File: config.mk
export PLATFORM = sky130hd
export DESIGN_NAME = count_monitor
export DESIGN_NICKNAME = d
export VERILOG_FILES = /design/src/rtl/count_monitor.sv
export SDC_FILE = /design/constraint.sdc
export NUM_CORES = 1
export LEC_CHECK = 0
export ABC_CLOCK_PERIOD_IN_PS = 4700
export CAP_MARGIN = 20
export CORE_MARGIN = 4
export CORE_UTILIZATION = 55
export CTS_BUF_LIST = sky130_fd_sc_hd__clkbuf_4
export CTS_CLUSTER_SIZE = 25
export DETAILED_ROUTE_END_ITERATION = 12
export PLACE_DENSITY = 0.85
export SYNTH_ARGS = -nofsm -noshare
export SYNTH_HDL_FRONTEND = slang
export SYNTH_SLANG_ARGS = --single-unit
File: constraint.sdc
create_clock -name clk -period 4.7 [get_ports clk]
set_input_delay 0.94 -clock clk [delete_from_list [all_inputs] [get_ports clk]]
set_output_delay 0.94 -clock clk [all_outputs]
set_load 0.02 [all_outputs]
File: src/rtl/count_monitor.sv
// count_monitor: checks that an observed counter only holds, steps +1, wraps max->0 or resets to 0.
// Latency: events seen on count_in at edge N appear as registered one-cycle pulses after edge N.
// No backpressure: samples every clk edge. Optional macro COUNT_MONITOR_ERR_CAPTURE_EN adds err_prev/err_got capture.
module count_monitor #(
    parameter int WIDTH  = 8,
    parameter int WRAP_W = 16,
    parameter int ERR_W  = 8
) (
    input  logic              clk,
    input  logic              reset,
    input  logic              en,
    input  logic              clr,
    input  logic [WIDTH-1:0]  count_in,
    input  logic [WIDTH-1:0]  cmp_val,
    output logic              wrap_pulse,
    output logic              match_pulse,
    output logic              step_err,
    output logic [WRAP_W-1:0] wraps,
    output logic [ERR_W-1:0]  errs,
`ifdef COUNT_MONITOR_ERR_CAPTURE_EN
    output logic [WIDTH-1:0]  err_prev,
    output logic [WIDTH-1:0]  err_got,
`endif
    output logic              tracking
);

    localparam logic [WIDTH-1:0]  CNT_MAX  = '1;
    localparam logic [WIDTH-1:0]  CNT_ONE  = WIDTH'(1);
    localparam logic [WRAP_W-1:0] WRAP_MAX = '1;
    localparam logic [WRAP_W-1:0] WRAP_ONE = WRAP_W'(1);
    localparam logic [ERR_W-1:0]  ERR_MAX  = '1;
    localparam logic [ERR_W-1:0]  ERR_ONE  = ERR_W'(1);

    typedef enum logic [1:0] {
        IDLE  = 2'd0,
        ARM   = 2'd1,
        TRACK = 2'd2
    } state_t;

    state_t           state;
    state_t           state_nxt;
    logic [WIDTH-1:0] prev;
    logic [WIDTH-1:0] prev_nxt;
    logic [WIDTH-1:0] prev_inc;
    logic             is_hold;
    logic             is_wrap;
    logic             is_inc;
    logic             is_zero;
    logic             ev_wrap;
    logic             ev_match;
    logic             ev_err;

    // Step classification terms; prev+1 is deliberately truncated to WIDTH bits.
    always_comb begin
        prev_inc = prev + CNT_ONE;
        is_hold  = (count_in == prev);
        is_wrap  = (prev == CNT_MAX) && (count_in == '0);
        is_inc   = (count_in == prev_inc);
        is_zero  = (count_in == '0);
    end

    // Next state, next prev and event detection; events only exist in TRACK with en held high.
    always_comb begin
        state_nxt = state;
        prev_nxt  = prev;
        ev_wrap   = 1'b0;
        ev_match  = 1'b0;
        ev_err    = 1'b0;
        case (state)
            IDLE: begin
                if (en) begin
                    state_nxt = ARM;
                end
            end
            ARM: begin
                // Capture a fresh reference so re-enabling never compares against a stale value.
                prev_nxt  = count_in;
                state_nxt = en ? TRACK : IDLE;
            end
            TRACK: begin
                if (!en) begin
                    // Leaving TRACK: prev is held and any event on this edge is dropped.
                    state_nxt = IDLE;
                end else begin
                    prev_nxt = count_in;
                    ev_wrap  = !is_hold && is_wrap;
                    ev_err   = !is_hold && !is_wrap && !is_inc && !is_zero;
                    ev_match = !is_hold && (count_in == cmp_val);
                end
            end
            default: begin
                state_nxt = IDLE;
            end
        endcase
    end

    // State register and reference value.
    always_ff @(posedge clk or posedge reset) begin
        if (reset) begin
            state <= IDLE;
            prev  <= '0;
        end else begin
            state <= state_nxt;
            prev  <= prev_nxt;
        end
    end

    // Registered one-cycle event pulses and the TRACK status flag.
    always_ff @(posedge clk or posedge reset) begin
        if (reset) begin
            wrap_pulse  <= 1'b0;
            match_pulse <= 1'b0;
            step_err    <= 1'b0;
            tracking    <= 1'b0;
        end else begin
            wrap_pulse  <= ev_wrap;
            match_pulse <= ev_match;
            step_err    <= ev_err;
            tracking    <= (state_nxt == TRACK);
        end
    end

    // Saturating statistics; clr takes precedence over a coincident event.
    always_ff @(posedge clk or posedge reset) begin
        if (reset) begin
            wraps <= '0;
            errs  <= '0;
        end else if (clr) begin
            wraps <= '0;
            errs  <= '0;
        end else begin
            if (ev_wrap && (wraps != WRAP_MAX)) begin
                wraps <= wraps + WRAP_ONE;
            end
            if (ev_err && (errs != ERR_MAX)) begin
                errs <= errs + ERR_ONE;
            end
        end
    end

`ifdef COUNT_MONITOR_ERR_CAPTURE_EN
    // Snapshot of the most recent illegal step; clr wins over a coincident error.
    always_ff @(posedge clk or posedge reset) begin
        if (reset) begin
            err_prev <= '0;
            err_got  <= '0;
        end else if (clr) begin
            err_prev <= '0;
            err_got  <= '0;
        end else if (ev_err) begin
            err_prev <= prev;
            err_got  <= count_in;
        end
    end
`endif

endmodule

# Word level (Yosys, flattened, before mapping)
# Index checks and enable logic that the tools add are counted.
[classes] add_sub_neg=3 n_eq_ne=10 muxes=16 reduce_logical=18
[op_table] cell="16-bit 2-to-1 mux" n=2
[op_table] cell="8-bit == test" n=3
[op_table] cell="8-bit 2-to-1 mux" n=3
[op_table] cell="16-bit by 1-bit adder with 16-bit output (second input constant)" n=1
[op_table] cell="8-bit by 1-bit adder with 8-bit output (second input constant)" n=2
[op_table] cell="16-bit inequality test (second input constant)" n=1
[op_table] cell="8-bit case mux with 2 select lines" n=1
[op_table] cell="8-bit == test (second input constant)" n=1
[op_table] cell="1-bit logical AND" n=8
[op_table] cell="8-bit logical NOT" n=1
[op_table] cell="8-bit inequality test (second input constant)" n=1
[op_table] cell="1-bit 2-to-1 mux" n=6
[op_table] cell="2-bit 2-to-1 mux" n=3
[op_table] cell="2-bit case mux with 3 select lines" n=1
[op_table] cell="2-bit nonzero test" n=3
[op_table] cell="2-bit == test (second input constant)" n=2
[op_table] cell="1-bit logical NOT" n=4
[op_table] cell="2-bit by 1-bit == test with 1-bit output (second input constant)" n=1
[op_table] cell="2-bit logical NOT" n=1
[op_table] cell="2-bit inequality test (second input constant)" n=1
[op_table] cell="2-bit AND reduction" n=1
[word_totals] regBits=38 in_bits=20 wordCells=55

# Depth between registers and ports, before layout
[logic_depth] depth_word=11 depth_mapped=9 ltp_nobuf=7

# Worst setup path after synthesis
# OpenSTA, ideal clock, no wires.
[synth_path] path_kind="input -> register" from="in count_in[6]" to="reg wraps[7]" setup_time_ps=132 t_arrival_ps=2452 setup_slack_ps=2116 cell_stages=9 cell_sequence="buf_2 nor4_1 nand2_1 a2111o_1 buf_2 buf_4 nor3_2 xnor2_1 nor2_1"
[synth_via] elab_chain_cells=7 word_cells_on_any_way=9 cone_classes="1 x eq/ne; 2 x mux; 6 x reduce/logical"
[synth_rtl] element="from (decl)" line_no="13" text="input logic [WIDTH-1:0] count_in,"
[synth_rtl] element="8-bit == test / 8-bit logical NOT (equally long branches)" line_no="56, 57"
[synth_rtl] element="1-bit logical NOT / 1-bit logical AND (equally long branches)" line_no="86, 57"
[synth_rtl] element="1-bit logical AND *" line_no="86" text="ev_wrap = !is_hold && is_wrap;"
[synth_rtl] element="1-bit 2-to-1 mux *" line_no="81" text="if (!en) begin"
[synth_rtl] element="1-bit 2-to-1 mux *" line_no="69" text="case (state)"
[synth_rtl] element="1-bit logical AND *" line_no="132" text="if (ev_wrap && (wraps != WRAP_MAX)) begin"
[synth_rtl] element="2-bit nonzero test (no line) *"
[synth_rtl] element="to (signal assigned)" line_no="133" text="wraps <= wraps + WRAP_ONE;"
[synth_rtl] element="to (decl)" line_no="18" text="output logic [WRAP_W-1:0] wraps,"
# Every way passes the cells marked *; elsewhere a longest branch is shown, timed or not.
# A chain may end at the register's enable or synchronous reset.

# Worst setup path in the final report
[layout_path] from="in count_in[6]" to="reg wraps[11]"
# Same word-level chain as after synthesis.

==> metrics <==
share of the yosys chip area belonging to registers=0.415; post-synthesis cell count=233; Starting Density=0.569; Final setup violation count=0; worst-path maximum fanout=19; most frequent cell after synthesis=dfrtp_1; unrepaired setup endpoints after global routing=false; Switch Pwr=0.303 mW; Worst VDD drop=0.184 mV; Reg clk slew, reported paths=0.11 ns; post-CTS setup buffers=0; final wirelength=4870 µm; Num CTS Buffers=5; Hold Path Class=flop to flop; CP delay by family, top=simple AND/OR/NAND/NOR gates; Post-synth ARST share=1.00; grt total ovfl=0; combinational power share=0.291; Die Height=72.5 µm; largest area contributor in the synthesized netlist=dfrtp_1; vias in the first global route=1,871; post-synthesis cell type count=46; Avg Inst Size Synth=9.83 µm²; crit-path cells=clkdlybuf4s50_1 > nor4_1 > nand2_1 > a2111o_1 > nor4_1 > xnor2_1 > nor2_1; crit path launch type=primary input; Max clock buf depth=2; DRC viols=0; Sum Neg Setup Slack=0 ns; ys flop type=dfrtp_1; post-synthesis instance area=2290 µm²; Worst Clk Skew=0.00770 ns; Die Wd=72.5 µm; Power Internal=0.612 mW; largest net degree at the start of global routing=39; CTS tree=yes; share of cells above drive strength 1=0.124; shortest period the worst path allows=3.06 ns; cell leakage power=1.14 nW; row count=23; Max-cap violations=0; Final HPWL DP=3640 µm; normalized max-slew margin=0.312; number of synthesized flops with an enable pin=0; first-pass GRT wire length=8580 µm; Critical Path RT=4.90 ns; Post-Layout Cell Count=332; DR vias=1,878; Routability Congestion=0.788; top cell type's share of synthesized area=0.415; Root Driver=clkbuf_4; Routed Antenna Nets=0; Least-Margin Pin Slew=1.03 ns; Placed Instances=324; fin crit share=0.651; Synth area leaders=dfrtp_1, xor2_1, mux2_2; CP Buf/Inv Count=1; Inserted Diodes=0; Synth top cells by count=dfrtp_1, nor2_1, xor2_1; Post-Place Cell Area=2800 µm²; Top-Level Pins=48; Worst path max stage delay=0.63 ns; Final Hold Fails=0; PostCTS Resize Cnt=0; 1st-iter DRT viols=68; status=complete, no violations; Worst-Skew Late Latency=0.35 ns; Die ar.=5260 µm²; global-route usage over all layers=0.210; Slew Viols, Final=0; cell area after layout=2880 µm²; post-synthesis register bit count=38; First-pass DRT Iterations=4; Total Nets Final=304; fmax=327 MHz; DR vias/cell=5.66; initial antenna violation count=0; crit path DAT=3.26 ns; Port Buffers=47; PD cells=318 nW/µm²; clock power share=0.238; CP max-delay cell=a2111o_1; yosys warns=0; Sw Share=0.331; CP endpoint kind=flop; number of clock sinks=38; Area Overhead vs Synth=25.5%; most frequent CP cell=nor4_1; WL per Instance=14.7 µm; worst setup path class=primary input to flop; cts hold-fix bufs=0; Seq pwr share=0.472; Core ar.=4030 µm²; htree depth=2; post-route core utilization=0.714; Synth Net Count=256; post-layout power=0.915 mW
-- placed cells by master (no fill, tap or decap), drive strengths merged, types with 2 or more instances in the layout --
cell and count:
clkdlybuf4s50 47, dfrtp 38, nor2 23, xor2 19
xnor2 13, mux2 13, nand2 11, nor3 11
inv 10, nor4 10, nand3 10, a21oi 9
nor2b 7, nand4 5, clkbuf 5, or3 5
o21ai 5, and3 4, nand2b 4, and2 3
ha 3, and4 2, o31ai 2, nor3b 2
mux2i 2, clkinv 2, o211a 2
-- path summary, 6_finish.rpt --
| path | startpoint | to | slack, ns | cells after the start |
|---|---|---|---|---|
| setup / recovery | count_in[6] | wraps[11] | 1.64 | 7 |
| hold / removal | state[0] | state[0] | 0.52 | 1 |
| setup reg to reg | prev[1] | errs[6] | 2.35 | 7 |
| hold reg to reg | state[0] | state[0] | 0.52 | 1 |
| max in group asynchronous | reset | wraps[1] | 3.38 | 3 |
| min in group asynchronous | reset | tracking | 0.99 | 3 |
-- metrics by stage --
step	worst slack [ns]	hold WS, ns
floorplan	2.12	0.463
global placement	1.37	0.477
detailed placement	1.25	0.509
CTS	1.65	0.527
global route	1.41	0.563
finish	1.64	0.524
-- layout make-up --
class,count,area (µm²)
clock buffer,5,37.5
clock inverter,3,40.0
fill,338,1150
inverter,10,37.5
multi-input combinational,178,1270
sequential,38,951
tap,50,62.6
timing repair buffer,48,478
-- worst register-to-register path: stages, from the launching register on --
cell	delay [ns]
dfrtp_1	0.47
ha_1	0.33
a21oi_1	0.08
o311ai_2	0.21
a21oi_1	0.11
o211a_4	0.30
or4b_4	0.49
a221oi_2	0.26
-- power groups by stage --
stage                     registers (mW)  logic (mW)  clock network (mW)
after floorplan                    0.420       0.209                   0
after global placement             0.435       0.257                   0
after detailed placement           0.437       0.267                   0
after CTS                          0.430       0.268               0.224
after global routing               0.443       0.293               0.240
final                              0.432       0.266               0.218
-- logic make-up after synthesis --
kind of cell               Yosys count  share of synthesized area
and+or+nand+nor                    104                      0.259
DFF                                 38                      0.415
xor gates and xnor gates            32                      0.126
AOI/OAI and AO/OA                   24                     0.0797
buffers and inverters               17                     0.0311
muxes                               15                     0.0726
adders and majority gates            3                     0.0164
-- metal layers --
metal	vias up	global-route usage	wire [µm]
li1	918	-	-
met5	-	0	0
met3	5	0.0609	204
met2	40	0.341	2460
met4	0	0.0738	77
met1	915	0.268	2130
-- state kept, by name, indices dropped and copies added, names as in the netlist --
name         cells
match_pulse      1
state            2
step_err         1
prev             8
wraps           16
tracking         1
errs             8
wrap_pulse       1
(Power assumes the default switching activity.)
